### config.mk
export PLATFORM = sky130hd
export DESIGN_NAME = pll_lock_supervisor
export DESIGN_NICKNAME = d
export VERILOG_FILES = /design/src/rtl/pll_sup_pkg.sv /design/src/rtl/sync_ff2.sv /design/src/rtl/pll_lock_supervisor.sv
export SDC_FILE = /design/constraint.sdc
export NUM_CORES = 1
export LEC_CHECK = 0
export BUFFER_PORTS_ARGS = -buffer_cell sky130_fd_sc_hd__buf_2
export CAP_MARGIN = 20
export CORE_MARGIN = 10
export CORE_UTILIZATION = 40
export DETAILED_ROUTE_END_ITERATION = 10
export GPL_TIMING_DRIVEN = 1
export PLACE_DENSITY = 0.55
export SYNTH_ARGS = -nofsm -noshare
export SYNTH_HDL_FRONTEND = slang
export SYNTH_SLANG_ARGS = --single-unit
export TNS_END_PERCENT = 30
### constraint.sdc
create_clock -name clk -period 2.7 [get_ports clk]
set_clock_uncertainty 0.05 [all_clocks]
set_input_delay 0.54 -clock clk [delete_from_list [all_inputs] [get_ports clk]]
set_output_delay 0.54 -clock clk [all_outputs]
set_load 0.01 [all_outputs]
### src/rtl/pll_sup_pkg.sv
// Shared definitions for the PLL lock supervisor: state encoding,
// default cycle counts and counter sizing helpers.
package pll_sup_pkg;

   // State encoding; also what state_dbg reports
   typedef enum logic [2:0] {
      ST_POR       = 3'd0,
      ST_PLLRST    = 3'd1,
      ST_WAIT_LOCK = 3'd2,
      ST_STABLE    = 3'd3,
      ST_RUN       = 3'd4,
      ST_FAIL      = 3'd5
   } pll_state_e;

   // Default timing at the 25 MHz reference clock
   localparam int POR_CYCLES_DEF         = 250;   // 10 us
   localparam int PLLRST_CYCLES_DEF      = 25;    // 1 us
   localparam int LOCK_TIMEOUT_DEF       = 2500;  // 100 us
   localparam int LOCK_STABLE_CYCLES_DEF = 1000;  // 40 us
   localparam int MAX_RETRIES_DEF        = 4;

   // Bits needed to count 0..n-1, never narrower than one bit
   function automatic int cnt_width(input int n);
      return (n < 2) ? 1 : $clog2(n);
   endfunction

   function automatic int max_int(input int a, input int b);
      return (a > b) ? a : b;
   endfunction

endpackage

### src/rtl/sync_ff2.sv
// Generic two-flop synchronizer for a single-bit level signal.
// Both stages clear to 0 on the asynchronous reset.
module sync_ff2 (
   input  logic clk,
   input  logic rst,
   input  logic d,
   output logic q
);

   logic meta_q;
   logic sync_q;

   // Two back-to-back flops give the first stage a cycle to resolve
   always_ff @(posedge clk or posedge rst) begin
      if (rst) begin
         meta_q <= 1'b0;
         sync_q <= 1'b0;
      end else begin
         meta_q <= d;
         sync_q <= meta_q;
      end
   end

   assign q = sync_q;

endmodule

### src/rtl/pll_lock_supervisor.sv
// Lock supervisor for the core-clock PLL. Holds the PLL in reset after
// power-on, waits for a stable lock before releasing the system reset,
// and re-resets the PLL on timeout or lock loss with a bounded retry count.
module pll_lock_supervisor
   import pll_sup_pkg::*;
#(
   parameter int POR_CYCLES         = POR_CYCLES_DEF,
   parameter int PLLRST_CYCLES      = PLLRST_CYCLES_DEF,
   parameter int LOCK_TIMEOUT       = LOCK_TIMEOUT_DEF,
   parameter int LOCK_STABLE_CYCLES = LOCK_STABLE_CYCLES_DEF,
   parameter int MAX_RETRIES        = MAX_RETRIES_DEF   // must be >= 1
) (
   input  logic       clk,
   input  logic       rst,
   input  logic       pll_locked,
   input  logic       force_relock,
   output logic       pll_rst,
   output logic       sys_rst,
   output logic       ready,
   output logic       fail,
   output logic [7:0] relock_count,
   output logic [2:0] state_dbg
);

   localparam int DW = cnt_width(max_int(max_int(POR_CYCLES, PLLRST_CYCLES), LOCK_STABLE_CYCLES));
   localparam int TW = cnt_width(LOCK_TIMEOUT);
   localparam int RW = cnt_width(MAX_RETRIES + 1);

   logic          locked_s;
   pll_state_e    state_q, state_d;
   logic [DW-1:0] dwell_q, dwell_d;
   logic [TW-1:0] tmo_q, tmo_d;
   logic [RW-1:0] retry_q, retry_d;
   logic [7:0]    relock_q, relock_d;
   logic          pll_rst_q, pll_rst_d;
   logic          sys_rst_q, sys_rst_d;
   logic          ready_q, ready_d;
   logic          fail_q, fail_d;
   logic          tmo_hit;
   logic [RW-1:0] retry_inc;
   pll_state_e    tmo_state;

   // LOCK is asynchronous to the reference clock; only locked_s is used below
   sync_ff2 u_lock_sync (
      .clk (clk),
      .rst (rst),
      .d   (pll_locked),
      .q   (locked_s)
   );

   // Next-state, counter and output decode
   always_comb begin
      state_d   = state_q;
      dwell_d   = dwell_q;
      tmo_d     = tmo_q;
      retry_d   = retry_q;
      relock_d  = relock_q;
      tmo_hit   = (tmo_q == TW'(LOCK_TIMEOUT - 1));
      retry_inc = retry_q + RW'(1);
      tmo_state = (retry_inc == RW'(MAX_RETRIES)) ? ST_FAIL : ST_PLLRST;

      case (state_q)
         ST_POR: begin
            if (dwell_q == DW'(POR_CYCLES - 1)) begin
               state_d = ST_WAIT_LOCK;
               dwell_d = '0;
               tmo_d   = '0;
            end else begin
               dwell_d = dwell_q + DW'(1);
            end
         end
         ST_PLLRST: begin
            if (dwell_q == DW'(PLLRST_CYCLES - 1)) begin
               state_d = ST_WAIT_LOCK;
               dwell_d = '0;
               tmo_d   = '0;
            end else begin
               dwell_d = dwell_q + DW'(1);
            end
         end
         ST_WAIT_LOCK: begin
            if (tmo_hit) begin
               state_d = tmo_state;
               retry_d = retry_inc;
               dwell_d = '0;
            end else begin
               tmo_d = tmo_q + TW'(1);
               if (locked_s) begin
                  state_d = ST_STABLE;
                  dwell_d = '0;
               end
            end
         end
         ST_STABLE: begin
            // Completing the stable window beats a coincident timeout
            if (locked_s && (dwell_q == DW'(LOCK_STABLE_CYCLES - 1))) begin
               state_d = ST_RUN;
               retry_d = '0;
               dwell_d = '0;
            end else if (tmo_hit) begin
               state_d = tmo_state;
               retry_d = retry_inc;
               dwell_d = '0;
            end else begin
               tmo_d = tmo_q + TW'(1);
               if (!locked_s) begin
                  // A glitch restarts the window but is not a retry
                  state_d = ST_WAIT_LOCK;
                  dwell_d = '0;
               end else begin
                  dwell_d = dwell_q + DW'(1);
               end
            end
         end
         ST_RUN: begin
            // Lock loss takes precedence over a coincident relock request
            if (!locked_s) begin
               state_d = ST_PLLRST;
               dwell_d = '0;
               if (relock_q != 8'hFF) begin
                  relock_d = relock_q + 8'd1;
               end
            end else if (force_relock) begin
               state_d = ST_PLLRST;
               dwell_d = '0;
            end
         end
         ST_FAIL: begin
            if (force_relock) begin
               state_d = ST_PLLRST;
               dwell_d = '0;
               retry_d = '0;
            end
         end
         default: begin
            state_d = ST_POR;
            dwell_d = '0;
         end
      endcase

      pll_rst_d = (state_d == ST_POR) || (state_d == ST_PLLRST);
      sys_rst_d = (state_d != ST_RUN);
      ready_d   = (state_d == ST_RUN);
      fail_d    = (state_d == ST_FAIL);
   end

   // State, counters and registered outputs
   always_ff @(posedge clk or posedge rst) begin
      if (rst) begin
         state_q   <= ST_POR;
         dwell_q   <= '0;
         tmo_q     <= '0;
         retry_q   <= '0;
         relock_q  <= '0;
         pll_rst_q <= 1'b1;
         sys_rst_q <= 1'b1;
         ready_q   <= 1'b0;
         fail_q    <= 1'b0;
      end else begin
         state_q   <= state_d;
         dwell_q   <= dwell_d;
         tmo_q     <= tmo_d;
         retry_q   <= retry_d;
         relock_q  <= relock_d;
         pll_rst_q <= pll_rst_d;
         sys_rst_q <= sys_rst_d;
         ready_q   <= ready_d;
         fail_q    <= fail_d;
      end
   end

   assign pll_rst      = pll_rst_q;
   assign sys_rst      = sys_rst_q;
   assign ready        = ready_q;
   assign fail         = fail_q;
   assign relock_count = relock_q;
   assign state_dbg    = state_q;

endmodule

==> qor.csv, run 1 <==
stage,metric,value,unit
logic_synthesis,ys.warnings.count,0,
clocking,postCtsResizedCells,0,
worst_setup_path,cp.required,2.86,ns
route,num_vias,1848,
clocking,cts_setup_buffers,0,
placed_design,dp_hpwl,3.61,mm
route,first_pass_iters,4,
worst_setup_path,crit_path_end_kind,register,
global_routing,grt_use_met2,0.176,
clocking,ctsHoldBuffers,0,
final_layout,fill_cells,544,
global_routing,grt_pass1_vias,1778,
timing,setup_tns,0,ns
clocking,tritoncts,built,
route,wl_per_cell,15.1,um
timing,drv_slew,0,
global_routing,grt_use_met3,0.0335,
timing,rsz0062_at_grt,false,
power,power_density,734,nW/um2
final_layout,drive_gt1_frac,0.175,
final_layout,final_nets,279,
logic_synthesis,synth_fp_nets,249,
floorplan,core,5540,um2
power,ir_worst_vdd,336,uV
route,vias_per_cell,5.44,
clocking,root_buffer,clkbuf_8,
worst_setup_path,ff2ff_path_depth,8,
logic_synthesis,ys_seq_elements,42,
power,switchingPower,0.679,mW
power,comb_power_share,0.302,
clocking,clock_sinks,42,
timing,period_needed,2.53,ns
logic_synthesis,postSynth.asyncResetShare,1.00,
logic_synthesis,avgSynthCellArea,9.65,um2
timing,fin_crit_sh,0.938,
placed_design,dp_slack,0.122,ns
placed_design,routabilityCongestion,0.764,
route,wirelength,5.12,mm
floorplan,start_util,0.414,
floorplan,die_h,95.8,um
route,antenna_left,0,
timing,max_slew.worst_pin.slew,0.639,ns
floorplan,row_count,27,
logic_synthesis,synth_edf_count,0,
final_layout,multiInputGateArea,1170,um2
power,p_int,1.27,mW
logic_synthesis,netlist_area,2300,um2
final_layout,final_cell_mix,"dfrtp_1 (40), nand2_1 (29), buf_2 (18)",
timing,clock.fmax,395,MHz
global_routing,use_met1,0.155,
clocking,h-tree-depth,2,
worst_setup_path,critPathArrivalTime,2.70,ns
hold_path,hp-class,in -> reg,
job,drv_cap,0,
worst_setup_path,crit_fanout,17,
logic_synthesis,synthCells,238,
logic_synthesis,seq_area_frac_synth,0.459,
final_layout,n_antenna_cell,0,
worst_setup_path,worst_setup_path_start_kind,register,
timing,relSlewSlack,0.574,
timing,finalSetupViolations,0,
clocking,cts_inserted_buffers,5,
logic_synthesis,ys.flop_type,dfrtp_1,
route,drt_iter0_drc,93,
clocking,cts_buffer_depth,2,
logic_synthesis,yosysUniqueCellTypes,52,
clocking,clk_pin_slew,0.09,ns
placed_design,port_buffers,18,
global_routing,grt.busiest_layer,met2,
global_routing,grt.overflow.total,0,
power,pwr-share-clk,0.264,
timing,finalHoldViolCount,0,
clocking,insertion_delay,0.30,ns
floorplan,dieArea,9170,um2
final_layout,mostFrequentLayoutCell,dfrtp_1,
route,drc,0,
global_routing,grt_max_degree,43,
power,swShare,0.348,
final_layout,regArea,1050,um2
power,pwr-share-seq,0.433,
status,outcome,finished clean,
worst_setup_path,worstSetupPathType,reg -> reg,
power,power.leakage,1.19,nW
timing,setup_ws,0.167,ns
floorplan,die_x,95.8,um
global_routing,grt_usage,0.116,
global_routing,grt_first_pass_wirelength,8.57,mm
floorplan,pin_count,19,
global_routing,antenna_found_initial,0,
final_layout,area_delta_synth_final,15.9,%
hold_path,hold_path_depth,1,
final timing paths:
kind / startpoint / end / slack [ns]
max: dwell_q[1] / tmo_q[4] / 0.17
min: pll_locked / u_lock_sync.meta_q / 0.29
max reg2reg: dwell_q[1] / tmo_q[4] / 0.17
min reg2reg: u_lock_sync.meta_q / u_lock_sync.q / 0.30
max in group asynchronous: rst / sys_rst / 1.92
min in group asynchronous: rst / relock_count[6] / 0.30
stage by stage:
step	hold WS [ns]	utilization	instances	instance area [um2]	power [mW]
after floorplan	0.281	-	238	2300	1.24
after global placement	0.287	0.455	332	2520	1.43
after detailed placement	0.285	0.455	332	2520	1.43
after CTS	0.287	0.476	339	2640	1.95
after global routing	0.288	0.480	340	2660	2.08
final	0.292	0.480	340	2660	1.95
power by group through the flow:
stage          combinational, mW  sequential [mW]  clock, mW
2_1_floorplan              0.398            0.838          0
3_5_place_dp               0.577            0.854          0
5_1_grt                    0.667            0.866      0.549
4_1_cts                    0.581            0.843      0.529
6_report                   0.591            0.846      0.517
3_3_place_gp               0.572            0.856          0
Yosys cell counts, types with 2 or more instances:
master,number,area share
and2_1,2,0.0054
o21a_1,4,0.013
buf_2,2,0.0044
nor3b_1,2,0.0065
and3_1,4,0.011
a21oi_1,10,0.022
o31ai_1,4,0.013
xor2_1,7,0.027
xnor2_1,5,0.019
o22a_1,2,0.0076
ha_1,7,0.038
nand2_1,29,0.047
nand4_1,5,0.014
or4_1,6,0.020
nor3_1,6,0.013
o211ai_1,5,0.016
or3_1,5,0.014
nor4b_1,2,0.0076
clkbuf_1,4,0.0065
nand4b_1,2,0.0076
o21ai_0,11,0.024
o221ai_1,4,0.015
dfrtp_1,40,0.44
nand3_1,16,0.035
inv_1,13,0.021
nor2b_1,2,0.0054
nor2_1,13,0.021
dfstp_2,2,0.023
sequential cells by signal, indices dropped and copies added, names as in the netlist, 3 cells and up:
signal        flops
dwell_q          10
relock_count      8
retry_q           3
state_dbg         3
tmo_q            12
critical path, cell delays in order, from the launching register on:
cell     delay (ns)
dfrtp_1        0.44
inv_1          0.10
ha_1           0.15
or4bb_1        0.55
nor4_4         0.25
o31ai_4        0.21
buf_4          0.20
or3_1          0.34
a21oi_1        0.16
logic make-up after synthesis:
family / synth area share
adders and majority gates: 0.0381
xor gates and xnor gates: 0.0458
muxes: 0.00926
DFF: 0.459
and+or+nand+nor: 0.258
AOI/OAI and AO/OA: 0.153
buffers and inverters: 0.0371
per-layer routing:
metal / part of all wire / wire length, um / vias to the layer above
li1: - / - / 933
met1: 0.49 / 2510 / 879
met2: 0.45 / 2280 / 32
met3: 0.055 / 280 / 4
met4: 0.0088 / 45 / 0
met5: 0 / 0 / -
area by class of cell:
class | instances | share of cell area
Inverter | 13 | 0.0183
Multi-Input combinational cell | 176 | 0.442
Sequential cell | 42 | 0.396
Clock inverter | 1 | 0.0113
Clock buffer | 6 | 0.0310
Timing Repair Buffer | 30 | 0.0677
Tap cell | 72 | 0.0339
Note: power is estimated with default switching activity, not from simulation.
==> inputs of run 2 (changes only) <==
==> constraint.sdc (replaced) <==
create_clock -name clk -period 2.5 [get_ports clk]
set_clock_uncertainty 0.05 [all_clocks]
set_input_delay 0.5 -clock clk [delete_from_list [all_inputs] [get_ports clk]]
set_output_delay 0.5 -clock clk [all_outputs]
set_load 0.01 [all_outputs]
==> run 2 against run 1 <==
Net effect:
- hold slack lost 0.16 ns
- non-clock buffer count rose by 5
- sequential share of layout area is 0.59 points lower
- design area rose by 1.5%
- power rose by 9.3%
- core utilization grew 0.72 points
- critical path type unchanged
==> qor.csv, run 2 (synthesized netlist as in run 1, its figures left out) <==
stage,metric,value,unit
clocking,cts_setup_buffers,0,
route,drt_iter0_drc,79,
clocking,tritoncts,built,
power,finalPower,2.14,mW
worst_setup_path,slowest_delay,0.54,ns
power,swShare,0.341,
power,comb_power_share,0.312,
worst_setup_path,cp.required,2.67,ns
placed_design,dp_hpwl,3.76,mm
route,wirelength,5.12,mm
timing,relSlewSlack,0.581,
floorplan,dieArea,9170,um2
route,vias_per_cell,5.43,
final_layout,mostFrequentLayoutCell,dfrtp_1,
timing,setup_ws,0.132,ns
final_layout,final_core_util,0.487,
placed_design,routabilityCongestion,0.797,
final_layout,final_area,2700,um2
clocking,postCtsResizedCells,0,
placed_design,dp_slack,0.125,ns
power,power.leakage,1.21,nW
global_routing,grt.overflow.total,0,
worst_setup_path,crit_chain,inv_1 > ha_1 > or4bb_1 > nor4_4 > o31ai_4 > or4_1 > a21oi_1,
worst_setup_path,worst_setup_path_start_kind,register,
route,num_vias,1873,
route,drc,0,
clocking,clk_pin_slew,0.08,ns
timing,finalSetupViolations,0,
route,wl_per_cell,14.8,um
worst_setup_path,slowest_stage,or4bb_1,
final_layout,finalNonFillerCells,345,
final_layout,n_antenna_cell,0,
worst_setup_path,worstSetupPathType,reg -> reg,
power,switchingPower,0.728,mW
power,ir_worst_vdd,459,uV
timing,rsz0062_at_grt,false,
worst_setup_path,critPathArrivalTime,2.54,ns
final_layout,final_nets,284,
final_layout,fill_cells,528,
power,power_density,791,nW/um2
worst_setup_path,crit_fanout,14,
timing,drv_slew,0,
timing,setup_tns,0,ns
floorplan,core,5540,um2
route,antenna_left,0,
status,outcome,finished clean,
global_routing,antenna_found_initial,0,
clocking,ctsHoldBuffers,0,
power,pwr-share-clk,0.259,
clocking,cts_inserted_buffers,5,
final_layout,largest_register_ff_count,12,
global_routing,grt_first_pass_wirelength,9.00,mm
final_layout,area_delta_synth_final,17.6,%
floorplan,die_h,95.8,um
final_layout,final_cell_mix,"dfrtp_1 (40), nand2_1 (29), buf_2 (18)",
clocking,cts_buffer_depth,2,
final_layout,drive_gt1_frac,0.190,
timing,clock.fmax,422,MHz
job,drv_cap,0,
global_routing,grt_max_degree,27,
timing,fin_crit_sh,0.947,
floorplan,die_x,95.8,um
clocking,root_buffer,clkbuf_8,
timing,holdWs,0.133,ns
timing,finalHoldViolCount,0,
global_routing,grt_pass1_vias,1865,
hold_path,hp-class,in -> async,
floorplan,row_count,27,
clocking,h-tree-depth,2,
floorplan,start_util,0.414,
power,pwr-share-seq,0.429,
clocking,insertion_delay,0.29,ns
placed_design,dp_cells,338,
placed_design,dpl_cell_area,2570,um2
final_layout,largest_register,tmo_q,
placed_design,port_buffers,18,
worst_setup_path,crit_path_end_kind,register,
power,p_int,1.41,mW
timing,period_needed,2.37,ns
route,first_pass_iters,4,
global_routing,grt_usage,0.121,
timing,max_slew.worst_pin.slew,0.626,ns
floorplan,pin_count,19,
clocking,clock_sinks,42,
[run 2: layout make-up]
type / count / area, um2 / area share
multi-input cells: 176 / 1180 / 0.436
flip-flops and latches: 42 / 1050 / 0.390
repair buffers: 35 / 218 / 0.0806
well taps: 72 / 90.1 / 0.0334
clock buffers: 6 / 82.6 / 0.0306
inverters: 13 / 48.8 / 0.0181
clock inverters: 1 / 30.0 / 0.0111
[run 2: power by group through the flow]
stage          combinational (mW)  sequential (mW)  clock, mW
2_1_floorplan               0.430            0.905          0
3_3_place_gp                0.650            0.923          0
3_5_place_dp                0.658            0.926          0
4_1_cts                     0.662            0.914      0.572
5_1_grt                     0.757            0.939      0.598
6_report                    0.666            0.917      0.553
[run 2: per-layer routing]
metal / routed length, um / up-vias / track usage
li1: - / 943 / -
met1: 2530 / 889 / 0.161
met2: 2260 / 36 / 0.184
met3: 267 / 5 / 0.0342
met4: 69 / 0 / 0.0430
met5: 0 / - / 0
[run 2: path summary, 6_finish.rpt]
kind                       slack, ns          startpoint                  to  cells after the start
setup / recovery                0.13          dwell_q[1]           tmo_q[10]                      7
hold / removal                  0.13                 rst     relock_count[3]                      2
setup reg to reg                0.13          dwell_q[1]           tmo_q[10]                      7
hold reg to reg                 0.31  u_lock_sync.meta_q       u_lock_sync.q                      0
max in group asynchronous       1.52                 rst             sys_rst                      3
min in group clk                0.26          pll_locked  u_lock_sync.meta_q                      1
[run 2: worst max-delay path, delay by kind of cell (launching register included)]
kind | cells | cell delay (ns)
fa+ha+maj | 1 | 0.14
flops | 1 | 0.39
simple gates | 3 | 1.30
buf+inv | 1 | 0.08
compound gates | 2 | 0.34
==> inputs of run 3 (changes only) <==
--- a/config.mk
+++ b/config.mk
@@ -11,7 +11,9 @@
 export CORE_UTILIZATION = 40
 export DETAILED_ROUTE_END_ITERATION = 10
 export GPL_TIMING_DRIVEN = 1
-export PLACE_DENSITY = 0.55
+export PLACE_DENSITY = 0.57
+export RECOVER_POWER = 100
+export SETUP_SLACK_MARGIN = 0.2
 export SYNTH_ARGS = -nofsm -noshare
 export SYNTH_HDL_FRONTEND = slang
 export SYNTH_SLANG_ARGS = --single-unit
==> constraint.sdc (replaced) <==
create_clock -name clk -period 2.12 [get_ports clk]
set_clock_uncertainty 0.05 [all_clocks]
set_input_delay 0.424 -clock clk [delete_from_list [all_inputs] [get_ports clk]]
set_output_delay 0.424 -clock clk [all_outputs]
set_load 0.01 [all_outputs]
==> run 3 against run 2 <==
Net effect:
- the run now ends with negative setup slack left
- core utilization up 7.5 points
- combinational power up 65%
- clock power up 41%
- routed wire length up 15%
- critical path depth up 2
- design area up 15%
- die area unchanged
- setup slack worse by 0.20 ns
- critical path type unchanged
==> qor.csv, run 3 (synthesized netlist as in run 1, its figures left out) <==
stage,metric,value,unit
status,outcome,"finished, violations left",
status,violations,negative setup slack,
placed_design,dp_hpwl,3.96,mm
final_layout,area_delta_synth_final,35.7,%
timing,clock.fmax,457,MHz
worst_setup_path,worstSetupPathType,reg -> reg,
job,drv_cap,0,
floorplan,die_x,95.8,um
final_layout,final_nets,317,
worst_setup_path,rrSetupSlack,-0.07,ns
floorplan,pin_count,19,
floorplan,start_util,0.414,
timing,setup_tns,-0.704,ns
clocking,h-tree-depth,2,
worst_setup_path,cp.required,2.26,ns
worst_setup_path,crit_chain,buf_4 > ha_2 > nand4bb_1 > buf_4 > o41a_1 > buf_4 > o31ai_4 > nor4_1 > o21a_1,
global_routing,grt_usage,0.130,
global_routing,antenna_found_initial,0,
timing,fin_crit_sh,1.03,
route,drc,0,
timing,max_slew.worst_pin.slew,0.854,ns
clocking,clock_sinks,42,
final_layout,final_cell_mix,"dfrtp_1 (39), buf_4 (37), nand2_1 (29)",
timing,holdWs,0.0102,ns
clocking,tritoncts,built,
power,power_density,939,nW/um2
worst_setup_path,critPathLaunch,dwell_q[0],
final_layout,n_antenna_cell,0,
floorplan,dieArea,9170,um2
route,antenna_left,0,
worst_setup_path,critPathBufInv,3,
clocking,cts_buffer_depth,2,
worst_setup_path,cpMostUsedCell,buf_4,
worst_setup_path,slowest_stage,o41a_1,
power,ir_worst_vdd,653,uV
worst_setup_path,critPathArrivalTime,2.32,ns
worst_setup_path,rr_endpoint,tmo_q[7],
worst_setup_path,cp-endpoint,tmo_q[7],
clocking,root_buffer,clkbuf_8,
worst_setup_path,worst_setup_path_start_kind,register,
final_layout,largest_register,tmo_q,
floorplan,core,5540,um2
worst_setup_path,rr_startpoint,dwell_q[0],
route,wl_per_cell,15.6,um
timing,period_needed,2.19,ns
clocking,insertion_delay,0.29,ns
floorplan,die_h,95.8,um
placed_design,port_buffers,18,
final_layout,mostFrequentLayoutCell,dfrtp_1,
final_layout,largest_register_ff_count,12,
timing,finalSetupViolations,18,
global_routing,grt_pass1_vias,2028,
final_layout,drive_gt1_frac,0.280,
global_routing,grt_first_pass_wirelength,9.53,mm
placed_design,routabilityCongestion,0.802,
route,wirelength,5.91,mm
timing,drv_slew,0,
floorplan,row_count,27,
worst_setup_path,slowest_delay,0.48,ns
worst_setup_path,crit_path_end_kind,register,
route,vias_per_cell,5.47,
timing,finalHoldViolCount,0,
clocking,clk_pin_slew,0.08,ns
route,num_vias,2073,
route,first_pass_iters,4,
timing,relSlewSlack,0.431,
worst_setup_path,ff2ff_path_depth,9,
hold_path,hp-class,in -> async,
worst_setup_path,crit_fanout,7,
worst_setup_path,critPathTopFamily,compound AO/OA/AOI/OAI gates,
final_layout,final_core_util,0.563,
power,power.leakage,1.38,nW
placed_design,dp_cells,361,
global_routing,grt.overflow.total,0,
timing,setup_ws,-0.0668,ns
worst_setup_path,worstSetupPathDepth,9,
route,drt_iter0_drc,96,
final_layout,finalNonFillerCells,379,
clocking,cts_inserted_buffers,5,
global_routing,grt_max_degree,36,
timing,rsz0062_at_grt,true,
## run 3: cell count changes in the layout (fill, tap and decap cells not counted), sizes merged
cell,change
bufinv,+1
inv,+1
buf,+12
o31ai,+3
clkbuf,+18
clkinv,-1
## run 3: worst reg2reg max path, cell delays in order, from the launching register on
cell and delay (ns):
dfrtp_1 0.38, buf_4 0.16, ha_2 0.18, nand4bb_1 0.11
buf_4 0.15, o41a_1 0.48, buf_4 0.21, o31ai_4 0.09
nor4_1 0.10, o21a_1 0.18
## run 3: worst min-delay path by stage
| stage | from | to | slack [ns] |
|---|---|---|---|
| 2_1_floorplan | u_lock_sync.meta_q | u_lock_sync.q | 0.28 |
| 3_3_place_gp | u_lock_sync.meta_q | u_lock_sync.q | 0.29 |
| 3_5_place_dp | u_lock_sync.meta_q | u_lock_sync.q | 0.30 |
| 4_1_cts | rst | tmo_q[3] | 0.04 |
| 5_1_grt | rst | tmo_q[3] | 0.02 |
| 6_report | rst | tmo_q[4] | 0.01 |
## run 3: final cells by class
cell class,instances,area [um2]
flip-flops and latches,42,1050
inverters,13,48.8
clock inverters,2,60.1
multi-input cells,179,1330
repair buffers,65,447
fillers,486,2420
clock buffers,6,82.6
well taps,72,90.1
## run 3: repair_timing
item                                    4_1_cts  5_1_grt
endpoints found under the setup margin       28       34
resized for setup                            10       27
hold buffers                                  0        0
cloned                                        2        1
hold endpoints to repair                      0        0
pin swaps                                     8        8
setup buffers                                 4        3
## run 3: report_power, final
| group | total [mW] | switching [mW] | internal, mW |
|---|---|---|---|
| Clock | 0.782 | 0.279 | 0.502 |
| Sequential | 1.04 | 0.112 | 0.928 |
| Combinational | 1.10 | 0.590 | 0.515 |
| Total | 2.93 | 0.981 | 1.94 |
## run 3: routing by layer
layer	GRT usage	part of all wire	vias up
met1	0.161	0.44	996
met2	0.213	0.49	50
met5	0	0	-
met4	0.0381	0.014	0
li1	-	-	1017
met3	0.0381	0.057	10
## run 3: stage by stage
step / power (mW) / setup WS, ns / area [um2]
after global placement: 2.01 / -0.241 / 2770
after global routing: 3.13 / -0.177 / 3120
after CTS: 2.89 / -0.0666 / 3040
after detailed placement: 2.02 / -0.244 / 2770
after floorplan: 1.58 / -0.202 / 2300
final: 2.93 / -0.0668 / 3120
